$ cat src/rtl/br_resolve_queue_pkg.sv
// Shared types for the branch resolve queue: entry record, pointer width and redirect helper.
package brq_pkg;

   // Security domain tag of a branch, matching the predictor-side domain encoding.
   typedef logic [1:0] domain_t;

   localparam int unsigned BRQ_DEPTH  = 8;
   localparam int unsigned BRQ_PTR_W  = $clog2(BRQ_DEPTH);
   localparam int unsigned BRQ_IDX_W  = 32;
   localparam int unsigned BRQ_TARG_W = 32;

   typedef struct packed {
      logic [BRQ_IDX_W-1:0]  idx;
      logic                  taken;
      logic [BRQ_TARG_W-1:0] targ;
      domain_t               domain;
   } brq_entry_t;

   function automatic logic [BRQ_TARG_W-1:0] redirect_target(input logic taken,
                                                             input logic [BRQ_TARG_W-1:0] targ);
      if (taken) begin
         return targ;
      end else begin
         return {BRQ_TARG_W{1'b0}};
      end
   endfunction

endpackage

$ cat src/rtl/br_resolve_queue_if.sv
// Prediction, resolve and training-update signals between predictor, execute and the resolve queue.
interface brq_if
   import brq_pkg::*;
#(
   parameter int unsigned DEPTH  = BRQ_DEPTH,
   parameter int unsigned IDX_W  = BRQ_IDX_W,
   parameter int unsigned TARG_W = BRQ_TARG_W
);
   logic                     pred_valid_i;
   logic                     pred_ready_o;
   logic [IDX_W-1:0]         pred_idx_i;
   logic                     pred_taken_i;
   logic [TARG_W-1:0]        pred_targ_i;
   domain_t                  pred_domain_i;
   logic                     res_valid_i;
   logic                     res_taken_i;
   logic [TARG_W-1:0]        res_targ_i;
   logic                     flush_i;
   logic                     upd_valid_o;
   logic [IDX_W-1:0]         upd_idx_o;
   logic                     br_result_o;
   logic                     correct_o;
   domain_t                  upd_domain_o;
   logic                     mispredict_o;
   logic [TARG_W-1:0]        redirect_targ_o;
   logic [$clog2(DEPTH):0]   count_o;

   modport slave (
      input  pred_valid_i, pred_idx_i, pred_taken_i, pred_targ_i, pred_domain_i,
      input  res_valid_i, res_taken_i, res_targ_i, flush_i,
      output pred_ready_o, upd_valid_o, upd_idx_o, br_result_o, correct_o,
      output upd_domain_o, mispredict_o, redirect_targ_o, count_o
   );

   modport master (
      output pred_valid_i, pred_idx_i, pred_taken_i, pred_targ_i, pred_domain_i,
      output res_valid_i, res_taken_i, res_targ_i, flush_i,
      input  pred_ready_o, upd_valid_o, upd_idx_o, br_result_o, correct_o,
      input  upd_domain_o, mispredict_o, redirect_targ_o, count_o
   );
endinterface

$ cat src/rtl/br_resolve_queue_fifo.sv
// Circular store of in-flight predictions; head/tail wrap naturally, full/empty come from the count.
module brq_fifo
   import brq_pkg::*;
#(
   parameter int unsigned DEPTH = BRQ_DEPTH
)(
   input  logic                     clk_i,
   input  logic                     rst_i,
   input  logic                     push_i,
   input  logic                     pop_i,
   input  logic                     clear_i,
   input  brq_entry_t               wr_entry_i,
   output brq_entry_t               rd_entry_o,
   output logic [$clog2(DEPTH):0]   count_o,
   output logic                     full_o,
   output logic                     empty_o
);
   localparam int unsigned PTR_W = $clog2(DEPTH);
   localparam int unsigned CNT_W = PTR_W + 1;

   brq_entry_t        mem_r [DEPTH];
   logic [PTR_W-1:0]  head_r;
   logic [PTR_W-1:0]  tail_r;
   logic [CNT_W-1:0]  count_r;

   // Pointer and occupancy tracking; clear abandons every entry at once.
   always_ff @(posedge clk_i or posedge rst_i) begin
      if (rst_i) begin
         head_r  <= {PTR_W{1'b0}};
         tail_r  <= {PTR_W{1'b0}};
         count_r <= {CNT_W{1'b0}};
      end else if (clear_i) begin
         head_r  <= {PTR_W{1'b0}};
         tail_r  <= {PTR_W{1'b0}};
         count_r <= {CNT_W{1'b0}};
      end else begin
         if (push_i) begin
            tail_r <= tail_r + PTR_W'(1);
         end
         if (pop_i) begin
            head_r <= head_r + PTR_W'(1);
         end
         case ({push_i, pop_i})
            2'b10:   count_r <= count_r + CNT_W'(1);
            2'b01:   count_r <= count_r - CNT_W'(1);
            default: count_r <= count_r;
         endcase
      end
   end

   // Entry storage written at the tail.
   always_ff @(posedge clk_i or posedge rst_i) begin
      if (rst_i) begin
         for (int i = 0; i < DEPTH; i++) begin
            mem_r[i] <= '0;
         end
      end else if (push_i && !clear_i) begin
         mem_r[tail_r] <= wr_entry_i;
      end
   end

   assign rd_entry_o = mem_r[head_r];
   assign count_o    = count_r;
   assign full_o     = (count_r == CNT_W'(DEPTH));
   assign empty_o    = (count_r == {CNT_W{1'b0}});

endmodule

$ cat src/rtl/br_resolve_queue.sv
// In-order queue of in-flight branch predictions producing registered training updates and redirects.
// Build option: define BRQ_TARGET_CHECK_EN to require a target match for taken branches to count as correct.
module br_resolve_queue
   import brq_pkg::*;
#(
   parameter int unsigned DEPTH  = BRQ_DEPTH,
   parameter int unsigned IDX_W  = BRQ_IDX_W,
   parameter int unsigned TARG_W = BRQ_TARG_W
)(
   input  logic   clk_i,
   input  logic   rst_i,
   brq_if.slave   brq
);
   localparam int unsigned CNT_W = $clog2(DEPTH) + 1;

   brq_entry_t        wr_entry_s;
   brq_entry_t        head_entry_s;
   logic [CNT_W-1:0]  count_s;
   logic              full_s;
   logic              empty_s;
   logic              res_fire_s;
   logic              correct_s;
   logic              mispredict_s;
   logic              clear_s;
   logic              push_s;
   logic              pop_s;

   logic              upd_valid_r;
   logic [IDX_W-1:0]  upd_idx_r;
   logic              br_result_r;
   logic              correct_r;
   domain_t           upd_domain_r;
   logic              mispredict_r;
   logic [TARG_W-1:0] redirect_targ_r;

   brq_fifo #(.DEPTH(DEPTH)) u_fifo (
      .clk_i      (clk_i),
      .rst_i      (rst_i),
      .push_i     (push_s),
      .pop_i      (pop_s),
      .clear_i    (clear_s),
      .wr_entry_i (wr_entry_s),
      .rd_entry_o (head_entry_s),
      .count_o    (count_s),
      .full_o     (full_s),
      .empty_o    (empty_s)
   );

   // Resolve compare and queue control; a squash or flush outranks any same-cycle enqueue or pop.
   always_comb begin
      wr_entry_s        = '0;
      wr_entry_s.idx    = brq.pred_idx_i;
      wr_entry_s.taken  = brq.pred_taken_i;
      wr_entry_s.targ   = brq.pred_targ_i;
      wr_entry_s.domain = brq.pred_domain_i;
      res_fire_s        = brq.res_valid_i && !empty_s;
      correct_s         = 1'b0;
      if (brq.res_taken_i == head_entry_s.taken) begin
`ifdef BRQ_TARGET_CHECK_EN
         correct_s = !brq.res_taken_i || (brq.res_targ_i == head_entry_s.targ);
`else
         correct_s = 1'b1;
`endif
      end else begin
         correct_s = 1'b0;
      end
      mispredict_s = res_fire_s && !correct_s;
      clear_s      = brq.flush_i || mispredict_s;
      push_s       = brq.pred_valid_i && !full_s && !clear_s;
      pop_s        = res_fire_s && !clear_s;
   end

   // Training update and redirect registers; valid strobes last one cycle, payload holds until the next resolve.
   always_ff @(posedge clk_i or posedge rst_i) begin
      if (rst_i) begin
         upd_valid_r     <= 1'b0;
         upd_idx_r       <= {IDX_W{1'b0}};
         br_result_r     <= 1'b0;
         correct_r       <= 1'b0;
         upd_domain_r    <= '0;
         mispredict_r    <= 1'b0;
         redirect_targ_r <= {TARG_W{1'b0}};
      end else begin
         upd_valid_r  <= res_fire_s;
         mispredict_r <= mispredict_s;
         if (res_fire_s) begin
            upd_idx_r       <= head_entry_s.idx;
            br_result_r     <= brq.res_taken_i;
            correct_r       <= correct_s;
            upd_domain_r    <= head_entry_s.domain;
            redirect_targ_r <= redirect_target(brq.res_taken_i, brq.res_targ_i);
         end
      end
   end

   assign brq.pred_ready_o    = !full_s;
   assign brq.count_o         = count_s;
   assign brq.upd_valid_o     = upd_valid_r;
   assign brq.upd_idx_o       = upd_idx_r;
   assign brq.br_result_o     = br_result_r;
   assign brq.correct_o       = correct_r;
   assign brq.upd_domain_o    = upd_domain_r;
   assign brq.mispredict_o    = mispredict_r;
   assign brq.redirect_targ_o = redirect_targ_r;

endmodule
$ cat src/flat_wrapper.sv
// flat-port wrapper written by rule: the top's interface ports become plain ports
module br_resolve_queue_flat import brq_pkg::*;
#(
   parameter int unsigned DEPTH  = BRQ_DEPTH,
   parameter int unsigned IDX_W  = BRQ_IDX_W,
   parameter int unsigned TARG_W = BRQ_TARG_W
)
  (clk_i, rst_i, brq_pred_valid_i, brq_pred_idx_i, brq_pred_taken_i, brq_pred_targ_i, brq_pred_domain_i, brq_res_valid_i, brq_res_taken_i, brq_res_targ_i, brq_flush_i, brq_pred_ready_o, brq_upd_valid_o, brq_upd_idx_o, brq_br_result_o, brq_correct_o, brq_upd_domain_o, brq_mispredict_o, brq_redirect_targ_o, brq_count_o);
  brq_if #(.DEPTH(DEPTH), .IDX_W(IDX_W), .TARG_W(TARG_W)) brq_i ();
  input  logic clk_i;
  input  logic rst_i;
  input wire logic [$bits(brq_i.pred_valid_i)-1:0] brq_pred_valid_i;
  input wire logic [$bits(brq_i.pred_idx_i)-1:0] brq_pred_idx_i;
  input wire logic [$bits(brq_i.pred_taken_i)-1:0] brq_pred_taken_i;
  input wire logic [$bits(brq_i.pred_targ_i)-1:0] brq_pred_targ_i;
  input wire logic [$bits(brq_i.pred_domain_i)-1:0] brq_pred_domain_i;
  input wire logic [$bits(brq_i.res_valid_i)-1:0] brq_res_valid_i;
  input wire logic [$bits(brq_i.res_taken_i)-1:0] brq_res_taken_i;
  input wire logic [$bits(brq_i.res_targ_i)-1:0] brq_res_targ_i;
  input wire logic [$bits(brq_i.flush_i)-1:0] brq_flush_i;
  output wire logic [$bits(brq_i.pred_ready_o)-1:0] brq_pred_ready_o;
  output wire logic [$bits(brq_i.upd_valid_o)-1:0] brq_upd_valid_o;
  output wire logic [$bits(brq_i.upd_idx_o)-1:0] brq_upd_idx_o;
  output wire logic [$bits(brq_i.br_result_o)-1:0] brq_br_result_o;
  output wire logic [$bits(brq_i.correct_o)-1:0] brq_correct_o;
  output wire logic [$bits(brq_i.upd_domain_o)-1:0] brq_upd_domain_o;
  output wire logic [$bits(brq_i.mispredict_o)-1:0] brq_mispredict_o;
  output wire logic [$bits(brq_i.redirect_targ_o)-1:0] brq_redirect_targ_o;
  output wire logic [$bits(brq_i.count_o)-1:0] brq_count_o;
  assign brq_i.pred_valid_i = brq_pred_valid_i;
  assign brq_i.pred_idx_i = brq_pred_idx_i;
  assign brq_i.pred_taken_i = brq_pred_taken_i;
  assign brq_i.pred_targ_i = brq_pred_targ_i;
  assign brq_i.pred_domain_i = brq_pred_domain_i;
  assign brq_i.res_valid_i = brq_res_valid_i;
  assign brq_i.res_taken_i = brq_res_taken_i;
  assign brq_i.res_targ_i = brq_res_targ_i;
  assign brq_i.flush_i = brq_flush_i;
  assign brq_pred_ready_o = brq_i.pred_ready_o;
  assign brq_upd_valid_o = brq_i.upd_valid_o;
  assign brq_upd_idx_o = brq_i.upd_idx_o;
  assign brq_br_result_o = brq_i.br_result_o;
  assign brq_correct_o = brq_i.correct_o;
  assign brq_upd_domain_o = brq_i.upd_domain_o;
  assign brq_mispredict_o = brq_i.mispredict_o;
  assign brq_redirect_targ_o = brq_i.redirect_targ_o;
  assign brq_count_o = brq_i.count_o;
  br_resolve_queue #(.DEPTH(DEPTH), .IDX_W(IDX_W), .TARG_W(TARG_W)) u_core (.clk_i(clk_i), .rst_i(rst_i), .brq(brq_i));
endmodule
$ cat config.mk
export PLATFORM = sky130hd
export DESIGN_NAME = br_resolve_queue_flat
export DESIGN_NICKNAME = d
export VERILOG_FILES = /design/src/rtl/br_resolve_queue_pkg.sv /design/src/rtl/br_resolve_queue_if.sv /design/src/rtl/br_resolve_queue_fifo.sv /design/src/rtl/br_resolve_queue.sv /design/src/flat_wrapper.sv
export SDC_FILE = /design/constraint.sdc
export NUM_CORES = 1
export LEC_CHECK = 0
export CAP_MARGIN = 10
export CORE_MARGIN = 2
export CORE_UTILIZATION = 40
export CTS_CLUSTER_DIAMETER = 60
export DETAILED_ROUTE_END_ITERATION = 8
export PLACE_DENSITY = 0.62
export SKIP_CTS_REPAIR_TIMING = 1
export SLEW_MARGIN = 0
export SYNTH_ARGS = -nofsm -noshare
export SYNTH_HDL_FRONTEND = slang
export SYNTH_SLANG_ARGS = --single-unit
$ cat constraint.sdc
create_clock -name clk_i -period 12.7 [get_ports clk_i]
set_input_delay 1.27 -clock clk_i [delete_from_list [all_inputs] [get_ports clk_i]]
set_output_delay 1.27 -clock clk_i [all_outputs]
set_load 0.01 [all_outputs]
==> results of run 1 <==
[power by group through the flow]
stage               logic (mW)  registers [mW]  clock network, mW
global route             0.934            1.64               1.25
detailed placement       0.864            1.62                  0
finish                   0.846            1.60               1.17
CTS                      0.866            1.61               1.20
floorplan                0.512            1.61                  0
global placement         0.843            1.61                  0
[registers in the layout, indices dropped and copies added (netlist names)]
| signal | flops |
|---|---|
| u_core.u_fifo.tail_r | 3 |
| u_core.brq.upd_valid_o | 1 |
| u_core.brq.correct_o | 1 |
| u_core.brq.redirect_targ_o | 32 |
| u_core.brq.upd_idx_o | 32 |
| u_core.u_fifo.head_r | 3 |
| u_core.brq.upd_domain_o | 2 |
| u_core.u_fifo.mem_r | 280 |
| u_core.brq.br_result_o | 1 |
| u_core.u_fifo.count_o | 4 |
| u_core.brq.mispredict_o | 1 |
[cell usage after synthesis]
master     instances
a21o_1             1
a21oi_1            5
a2bb2oi_1          1
buf_1             19
buf_2             16
buf_4              3
buf_6             10
clkbuf_1          19
dfrtp_1          360
fa_1               1
ha_1               5
inv_1              1
inv_2              1
mux2_1           101
mux2_2           179
mux2i_1           39
mux2i_4            1
mux4_2            69
nand2_1          108
nand2_2            1
nand2b_1           1
nand3_1           34
nand3b_1           1
nor2_1            12
nor3_1             1
nor3_4             1
nor3b_1            1
nor4_4             3
nor4b_4            4
o21ai_0           35
o41ai_4            1
or2_2              1
or3_1              4
xnor2_1            1
xor2_1             5
[placed cells by master, fill, tap and decap left out, drive strengths merged, types with 2 or more instances in the layout]
master,Yosys,routed
o21ai,35,35
ha,5,5
buf,48,18
nand2,109,109
a21oi,5,5
clkbuf,19,62
clkinv,0,4
or3,4,4
mux2,280,280
bufinv,0,2
inv,2,4
nor2,12,12
nor3,2,2
dfrtp,360,360
nand3,34,34
clkdlybuf4s50,0,147
mux4,69,69
nor4,3,3
nor4b,4,4
mux2i,40,40
xor2,5,5
[through the flow]
step | utilization [%] | area, sq um | hold WS, ns | cells
6_report | 49.0 | 19000 | 0.465 | 1731
5_1_grt | 49.0 | 19000 | 0.489 | 1731
4_1_cts | 49.0 | 19000 | 0.469 | 1731
3_5_place_dp | 45.6 | 17700 | 0.456 | 1661
3_3_place_gp | 45.6 | 17700 | 0.451 | 1661
2_1_floorplan | - | 15700 | 0.452 | 1045
[tightest hold or removal path, cell delays in order (launching register included)]
cell and delay [ns]:
dfrtp_1 0.34, nand2_1 0.05, nand2_1 0.05
[final cells by class]
class | instances | area share (%)
multi-input combinational | 616 | 33.5
inverter | 2 | 0.0790
clock inverter | 8 | 0.527
sequential | 360 | 47.5
tap | 518 | 3.41
timing repair buffer | 165 | 8.52
clock buffer | 62 | 6.51
[per-layer routing]
layer	routed length, um	share of wire [%]	vias up
li1	-	-	4064
met1	15900	46	4646
met2	16800	48	133
met3	1280	3.7	51
met4	594	1.7	4
met5	24	0.069	-
[logic make-up (layout without fill, tap and decap cells)]
logic type | after synthesis | after routing
AND/OR/NAND/NOR | 172 | 172
buffers and inverters | 69 | 237
XOR/XNOR | 6 | 6
multiplexers | 389 | 389
AO/OA/AOI/OAI | 43 | 43
adder cells (fa/ha/maj) | 6 | 6
flip-flops | 360 | 360
[worst paths after layout]
kind	start	to	slack, ns	cells after the start
min in group asynchronous	rst_i	u_core.brq.upd_domain_o[0]	1.32	2
worst min register to register	u_core.brq.redirect_targ_o[16]	u_core.brq.redirect_targ_o[16]	0.46	2
max in group asynchronous	rst_i	u_core.u_fifo.mem_r[124]	9.15	4
worst max-delay path	brq_res_valid_i	u_core.u_fifo.count_o[3]	8.05	14
worst min-delay path	u_core.brq.redirect_targ_o[16]	u_core.brq.redirect_targ_o[16]	0.46	2
worst max register to register	u_core.u_fifo.head_r[2]	u_core.u_fifo.count_o[3]	8.60	12
==> results.ini, run 1 <==
[status]
status = completed

[pwr]
sequentialPowerShare_pct = 44.4
p_int_mw = 2.64
ir_worst_vdd_mv = 0.0819
leakage_nw = 8.50
combPwrFrac_pct = 23.4
power_switching_mw = 0.974
finalPower_mw = 3.61
pwr-share-clk_pct = 32.2
swShare_pct = 26.9
power.density_mw_per_mm2 = 190

[worst_setup_path]
crit_path_end_kind = register
worstSetupPathType = primary input to register
required_ns = 13.15
path_cells = clkdlybuf4s50_1 > o41ai_4 > inv_2 > nand2b_1 > mux2i_4 > or2_2 > nor2_1 > ha_1 > ha_1 > a21o_1 > a21oi_1 > xor2_1 > or3_1 > a21oi_1
crit_arrival_ns = 5.10
startpoint_type = primary input
slowest_delay_ns = 0.68
path_max_fanout = 38
critPathBufInv = 2
path_delay_family = buffers and inverters
crit_path_top_delay_cell = mux2i_4

[placement]
port_buffers = 147
dp_hpwl_mm = 19.6
gp_congestion = 0.699
preCtsSetupSlack_ns = 7.47

[logic_synthesis]
muxShareOfSynthArea_pct = 32.5
synth_seq_area_share_pct = 57.3
synth.area.top_cells = dfrtp_1 57%, mux2_2 13%, mux4_2 9.9%, mux2_1 7.2%, nand2_1 2.6%
syn_nets = 1156
ys_ff_latch = 360
synth_area_leader_cell = dfrtp_1
synthAdderAreaFrac_pct = 0.525
synth_cells = 1045
synth.avg_cell_area_sq_um = 15.1
ys_warn_count = 0
synth-simple-area-share_pct = 5.46
synth_top_area_share_pct = 57.3
synthesis.area_sq_mm = 0.0157
synth_xor_area_share_pct = 0.334
ys_types = 35
synth_compound_area_share_pct = 1.55
synth_top_family_by_area = multiplexers

[timing]
worst-slew-pin-transition_ns = 1.08
rsz0062_at_grt = false
slew_viol_final = 0
fin_crit_sh_pct = 36.6
setup_viol = 0
timing.fmax_mhz = 215
fin_ws_ns = 8.05
period_needed_ns = 4.65
hold_viol = 0
max_slew_margin_pct = 27.6
finalClockSkew_ns = 0.00914
timing.setup.tns_ns = 0

[clocking]
clk_path_buf_depth = 3
clkTransAtPathRegs_ns = 0.06
cts_buffers = 41
ctsHtreeMaxLevel = 2
clkLatencyLatePin_ns = 0.53
cts_sinks = 360
cts_tree = built
root_buffer = clkbuf_16

[drt]
vias_per_cell = 5.14
drtAntennaViolNets = 0
drc = 0
vias = 8898
first_pass_iters = 4
drtIter0Drc = 387
wl_per_cell_um = 20.0
wirelength_mm = 34.6

[global_route]
grt_usage_pct = 17.6
grt_pass1_vias = 9733
grt.overflow.total = 0
antenna_found_initial = 2
grt_max_degree = 165
grt_first_pass_wirelength_mm = 56.5
use_met3_pct = 3.18
top_usage_layer = met2
gr-usage-met2_pct = 28.9
grt_use_met1_pct = 24.2

[layout]
layout-drive-gt1-share_pct = 28.3
multi_input_area_sq_mm = 0.00636
nets = 1297
nFillCells = 3384
diodes = 0
area_growth_pct = 20.7
regArea_sq_mm = 0.00902

[die]
start_util_pct = 40.6
die_x_um = 202
ios = 180
core-area_sq_mm = 0.0387
die-area_sq_mm = 0.0409
rows = 72
die_y_um = 202

[hold_path]
hp-class = register to register

[job]
maxCapViolations = 0

Power figures use the tool's default switching activity.
==> inputs of run 2 (changes only) <==
- clock period: 12.7 -> 4.4 ns (I/O delays scaled with it)
==> run 2 against run 1 <==
Sequential share of layout area fell by 0.27 points. Largest cell class unchanged. Global-route usage fell by 0.45 points. Wire length down 1.6%. Sequential power increased to 2.9 times the previous value. Largest power group unchanged. Combinational power increased to 2.9 times the previous value. Utilization is 0.28 points higher. Sequential cell count unchanged. Critical path depth is 2 lower. First-iteration DRC count is 32% higher. Total power increased to 2.9 times the previous value.
==> results.ini, run 2 (synthesized netlist as in run 1, its figures left out) <==
[status]
status = completed

[layout]
multi_input_area_sq_mm = 0.00636
final_common_cell = dfrtp_1
finalInstanceArea_sq_mm = 0.0191
layout-drive-gt1-share_pct = 29.4
nets = 1310
largest_reg_flops = 280
final_cells = 1743
final_util_pct = 49.3
nFillCells = 3365
diodes = 0
regArea_sq_mm = 0.00902
final_cell_mix = 357 x dfrtp_1, 179 x mux2_2, 147 x clkdlybuf4s50_1, 108 x nand2_1, 101 x mux2_1
top_register = u_core.u_fifo.mem_r
area_growth_pct = 21.4

[pwr]
pwr-share-clk_pct = 32.4
finalPower_mw = 10.5
ir_worst_vdd_mv = 0.249
leakage_nw = 8.57
p_int_mw = 7.66
power_switching_mw = 2.80
power.density_mw_per_mm2 = 547
combPwrFrac_pct = 23.6
swShare_pct = 26.8
sequentialPowerShare_pct = 44.0

[worst_setup_path]
path_cells = mux2i_1 > mux4_2 > mux2i_4 > or2_2 > nor2_1 > ha_1 > ha_1 > a21o_1 > a21oi_1 > xor2_1 > or3_1 > a21oi_1
r2r_cells = 12
worstSetupPathType = register to register
crit_path_end_kind = register
startpoint_type = register
path_max_fanout = 10
crit_arrival_ns = 3.86
crit_path_top_delay_cell = dfrtp_4
required_ns = 4.85
slowest_delay_ns = 0.56

[timing]
max_slew_margin_pct = 40.9
worst_hold_slack_ns = 0.404
timing.fmax_mhz = 293
period_needed_ns = 3.41
fin_crit_sh_pct = 77.5
finalClockSkew_ns = 0.0212
timing.setup.tns_ns = 0
worst-slew-pin-transition_ns = 0.887
setup_viol = 0
slew_viol_final = 0
rsz0062_at_grt = false
hold_viol = 0
fin_ws_ns = 0.991

[clocking]
cts_buffers = 40
root_buffer = clkbuf_16
ctsHtreeMaxLevel = 2
cts_sinks = 360
clkTransAtPathRegs_ns = 0.06
cts_tree = built
clkLatencyLatePin_ns = 0.53
clk_path_buf_depth = 3

[job]
maxCapViolations = 0

[drt]
drtIter0Drc = 510
first_pass_iters = 4
drtAntennaViolNets = 0
vias = 9021
drc = 0
wirelength_mm = 34.1
wl_per_cell_um = 19.5
vias_per_cell = 5.18

[die]
ios = 180
start_util_pct = 40.6
die_y_um = 202
die-area_sq_mm = 0.0409
core-area_sq_mm = 0.0387
die_x_um = 202
rows = 72

[global_route]
grt_first_pass_wirelength_mm = 55.2
grt_max_degree = 126
grt_pass1_vias = 9572
grt_usage_pct = 17.1
antenna_found_initial = 2
grt.overflow.total = 0

[hold_path]
hp-class = primary input to async pin

[placement]
dp_hpwl_mm = 19.9
postPlaceCellArea_sq_mm = 0.0178
place_inst = 1675
port_buffers = 147
gp_congestion = 0.716
preCtsSetupSlack_ns = 0.974

==> run 2: cell types whose count changed in the layout (fill, tap and decap cells not counted) <==
| cell | previous run | this run |
|---|---|---|
| bufinv_16 | 2 | 4 |
| inv_8 | 2 | 1 |
| buf_4 | 17 | 31 |
| clkinv_8 | 0 | 1 |
| clkbuf_1 | 10 | 5 |
| clkbuf_8 | 9 | 10 |
| clkinvlp_4 | 0 | 1 |
| clkbuf_16 | 43 | 40 |
| clkinv_2 | 4 | 6 |
==> run 2: worst max-delay path, delay by kind of cell (launching register included) <==
| kind | cells | cell delay (ns) |
|---|---|---|
| compound gates | 3 | 0.50 |
| mux | 3 | 0.87 |
| xor+xnor | 1 | 0.10 |
| fa+ha+maj | 2 | 0.51 |
| flops | 1 | 0.56 |
| simple gates | 3 | 0.80 |
==> run 2: cell type report <==
class,count,share of cell area [%]
multi-input combinational,616,33.3
timing repair buffer,179,9.03
clock inverter,13,0.976
sequential,360,47.2
tap,518,3.39
clock buffer,55,6.06
inverter,2,0.0589
==> run 2: final timing paths <==
| kind | startpoint | end | slack (ns) |
|---|---|---|---|
| min | rst_i | u_core.u_fifo.mem_r[373] | 0.40 |
| max | u_core.u_fifo.head_r[0] | u_core.u_fifo.count_o[3] | 0.99 |
| min in group clk_i | u_core.brq.redirect_targ_o[22] | u_core.brq.redirect_targ_o[22] | 0.46 |
| max in group asynchronous | rst_i | u_core.u_fifo.mem_r[258] | 2.82 |
| min reg2reg | u_core.brq.redirect_targ_o[22] | u_core.brq.redirect_targ_o[22] | 0.46 |
| max reg2reg | u_core.u_fifo.head_r[0] | u_core.u_fifo.count_o[3] | 0.99 |
==> run 2: metal layers <==
metal	track usage [%]	up-vias	wire length (um)
met4	4.61	4	704
met2	28.3	122	16600
met3	3.18	55	1290
li1	-	4099	-
met1	23.3	4741	15500
met5	0	-	21
==> run 2: power by group through the flow <==
stage / clock, mW / combinational (mW) / sequential [mW]
after floorplan: 0 / 1.48 / 4.66
after global placement: 0 / 2.48 / 4.62
after detailed placement: 0 / 2.52 / 4.66
after CTS: 3.49 / 2.53 / 4.61
after global routing: 3.63 / 2.72 / 4.72
final: 3.39 / 2.47 / 4.60
==> inputs of run 3 (changes only) <==
- clock period: 4.4 -> 3.2 ns (I/O delays scaled with it)
==> run 3 against run 2 <==
Final cell count increased by 0.40%. Combinational power increased by 40%. Via count increased by 0.29%. Critical path type unchanged. Largest cell class unchanged. Largest power group unchanged.
==> results.ini, run 3 (synthesized netlist as in run 1, its figures left out) <==
[status]
status = completed

[clocking]
clkLatencyLatePin_ns = 0.54
cts_buffers = 41
cts_tree = built
clkTransAtPathRegs_ns = 0.06
root_buffer = clkbuf_16
clk_path_buf_depth = 3
ctsHtreeMaxLevel = 2
cts_sinks = 360

[worst_setup_path]
worstSetupPathType = register to register
crit_path_end_kind = register
r2r_cells = 11
crit_arrival_ns = 3.53
rr_endpoint = u_core.u_fifo.count_o[3]
r2r-start = u_core.u_fifo.head_r[0]
path_max_fanout = 7
startpoint_type = register
required_ns = 3.66
rrSetupSlack_ns = 0.13

[placement]
place_inst = 1681
dp_hpwl_mm = 20.6
port_buffers = 147
postPlaceCellArea_sq_mm = 0.0180
gp_congestion = 0.738

[drt]
first_pass_iters = 5
drc = 0
vias_per_cell = 5.17
wirelength_mm = 34.5
drtAntennaViolNets = 0
vias = 9047
wl_per_cell_um = 19.7
drtIter0Drc = 355

[layout]
final_cell_mix = 357 x dfrtp_1, 179 x mux2_2, 147 x clkdlybuf4s50_1, 108 x nand2_1, 101 x mux2_1
finalInstanceArea_sq_mm = 0.0193
area_growth_pct = 22.5
nets = 1317
layout-drive-gt1-share_pct = 29.4
largest_reg_flops = 280
final_common_cell = dfrtp_1
top_register = u_core.u_fifo.mem_r
final_util_pct = 49.8
final_cells = 1750

[hold_path]
hp-class = primary input to async pin

[timing]
hold_viol = 0
period_needed_ns = 3.07
worst-slew-pin-transition_ns = 0.842
setup_viol = 0
finalClockSkew_ns = 0.0224
slew_viol_final = 0
timing.fmax_mhz = 326
timing.setup.tns_ns = 0
fin_crit_sh_pct = 95.9
worst_hold_slack_ns = 0.304
rsz0062_at_grt = false
max_slew_margin_pct = 43.8

[pwr]
power_switching_mw = 3.86
ir_worst_vdd_mv = 0.438
p_int_mw = 10.4
combPwrFrac_pct = 24.1
pwr-share-clk_pct = 31.7
sequentialPowerShare_pct = 44.2
swShare_pct = 27.0
power.density_mw_per_mm2 = 742
leakage_nw = 8.60

[die]
start_util_pct = 40.6
die_x_um = 202
die_y_um = 202
die-area_sq_mm = 0.0409
core-area_sq_mm = 0.0387
ios = 180
rows = 72

[global_route]
grt_usage_pct = 17.4
grt.overflow.total = 0
antenna_found_initial = 1
grt_pass1_vias = 9704
grt_max_degree = 75
grt_first_pass_wirelength_mm = 55.7

[job]
maxCapViolations = 0

[run 3: cell types whose count changed in the layout (fill, tap and decap cells not counted), moves of 2 or more]
cell       previous run  this run
buf_12                1        12
clkbuf_1              5        13
buf_4                31        26
clkbuf_8             10         5
clkinv_2              6         1
clkbuf_16            40        43
bufinv_16             4         2
clkinv_4              0         2
ha_1                  5         3
ha_4                  0         2
[run 3: final cells by class]
cell class	instances	area [sq um]
fillers	3360	19500
well taps	518	648
repair buffers	185	1910
clock buffers	61	1190
multi-input cells	616	6400
diodes	1	2.50
flip-flops and latches	360	9020
inverters	2	11.3
clock inverters	7	100
[run 3: through the flow]
step           setup WS (ns)  power, mW
6_report               0.131       14.3
4_1_cts                0.109       14.5
3_5_place_dp           0.114       9.94
3_3_place_gp           0.125       9.83
5_1_grt               0.0104       15.2
2_1_floorplan          -1.95       8.46
[run 3: worst max path at each step]
stage	start	endpoint	slack, ns	cells after the start
CTS	u_core.u_fifo.head_r[0]	u_core.u_fifo.count_o[3]	0.11	11
floorplan	rst_i	u_core.brq.br_result_o	-1.95	1
finish	u_core.u_fifo.head_r[0]	u_core.u_fifo.count_o[3]	0.13	11
detailed placement	u_core.u_fifo.head_r[0]	u_core.u_fifo.count_o[3]	0.11	11
global placement	u_core.u_fifo.head_r[0]	u_core.u_fifo.count_o[3]	0.12	11
global route	u_core.u_fifo.head_r[0]	u_core.u_fifo.count_o[3]	0.01	12
[run 3: routing by layer]
layer  routed length (um)  up-vias  track usage [%]
met4                  552        2             4.07
met3                 1220       43             2.84
met5                   11        -                0
li1                     -     4108                -
met1                15500     4765             23.7
met2                17100      129             29.2
[run 3: power by group through the flow]
stage / clock [mW] / combinational, mW / sequential, mW
finish: 4.53 / 3.45 / 6.33
global route: 4.87 / 3.81 / 6.49
CTS: 4.67 / 3.54 / 6.34
detailed placement: 0 / 3.53 / 6.41
global placement: 0 / 3.47 / 6.36
floorplan: 0 / 2.05 / 6.41
[run 3: worst max-delay path: stages (launching register included)]
cell	delay, ns
dfrtp_4	0.52
mux2i_1	0.13
mux4_2	0.52
mux2i_4	0.22
or3_1	0.40
ha_4	0.21
ha_4	0.26
a21o_1	0.11
a21oi_2	0.05
xor2_1	0.16
or3_1	0.31
a21oi_1	0.12
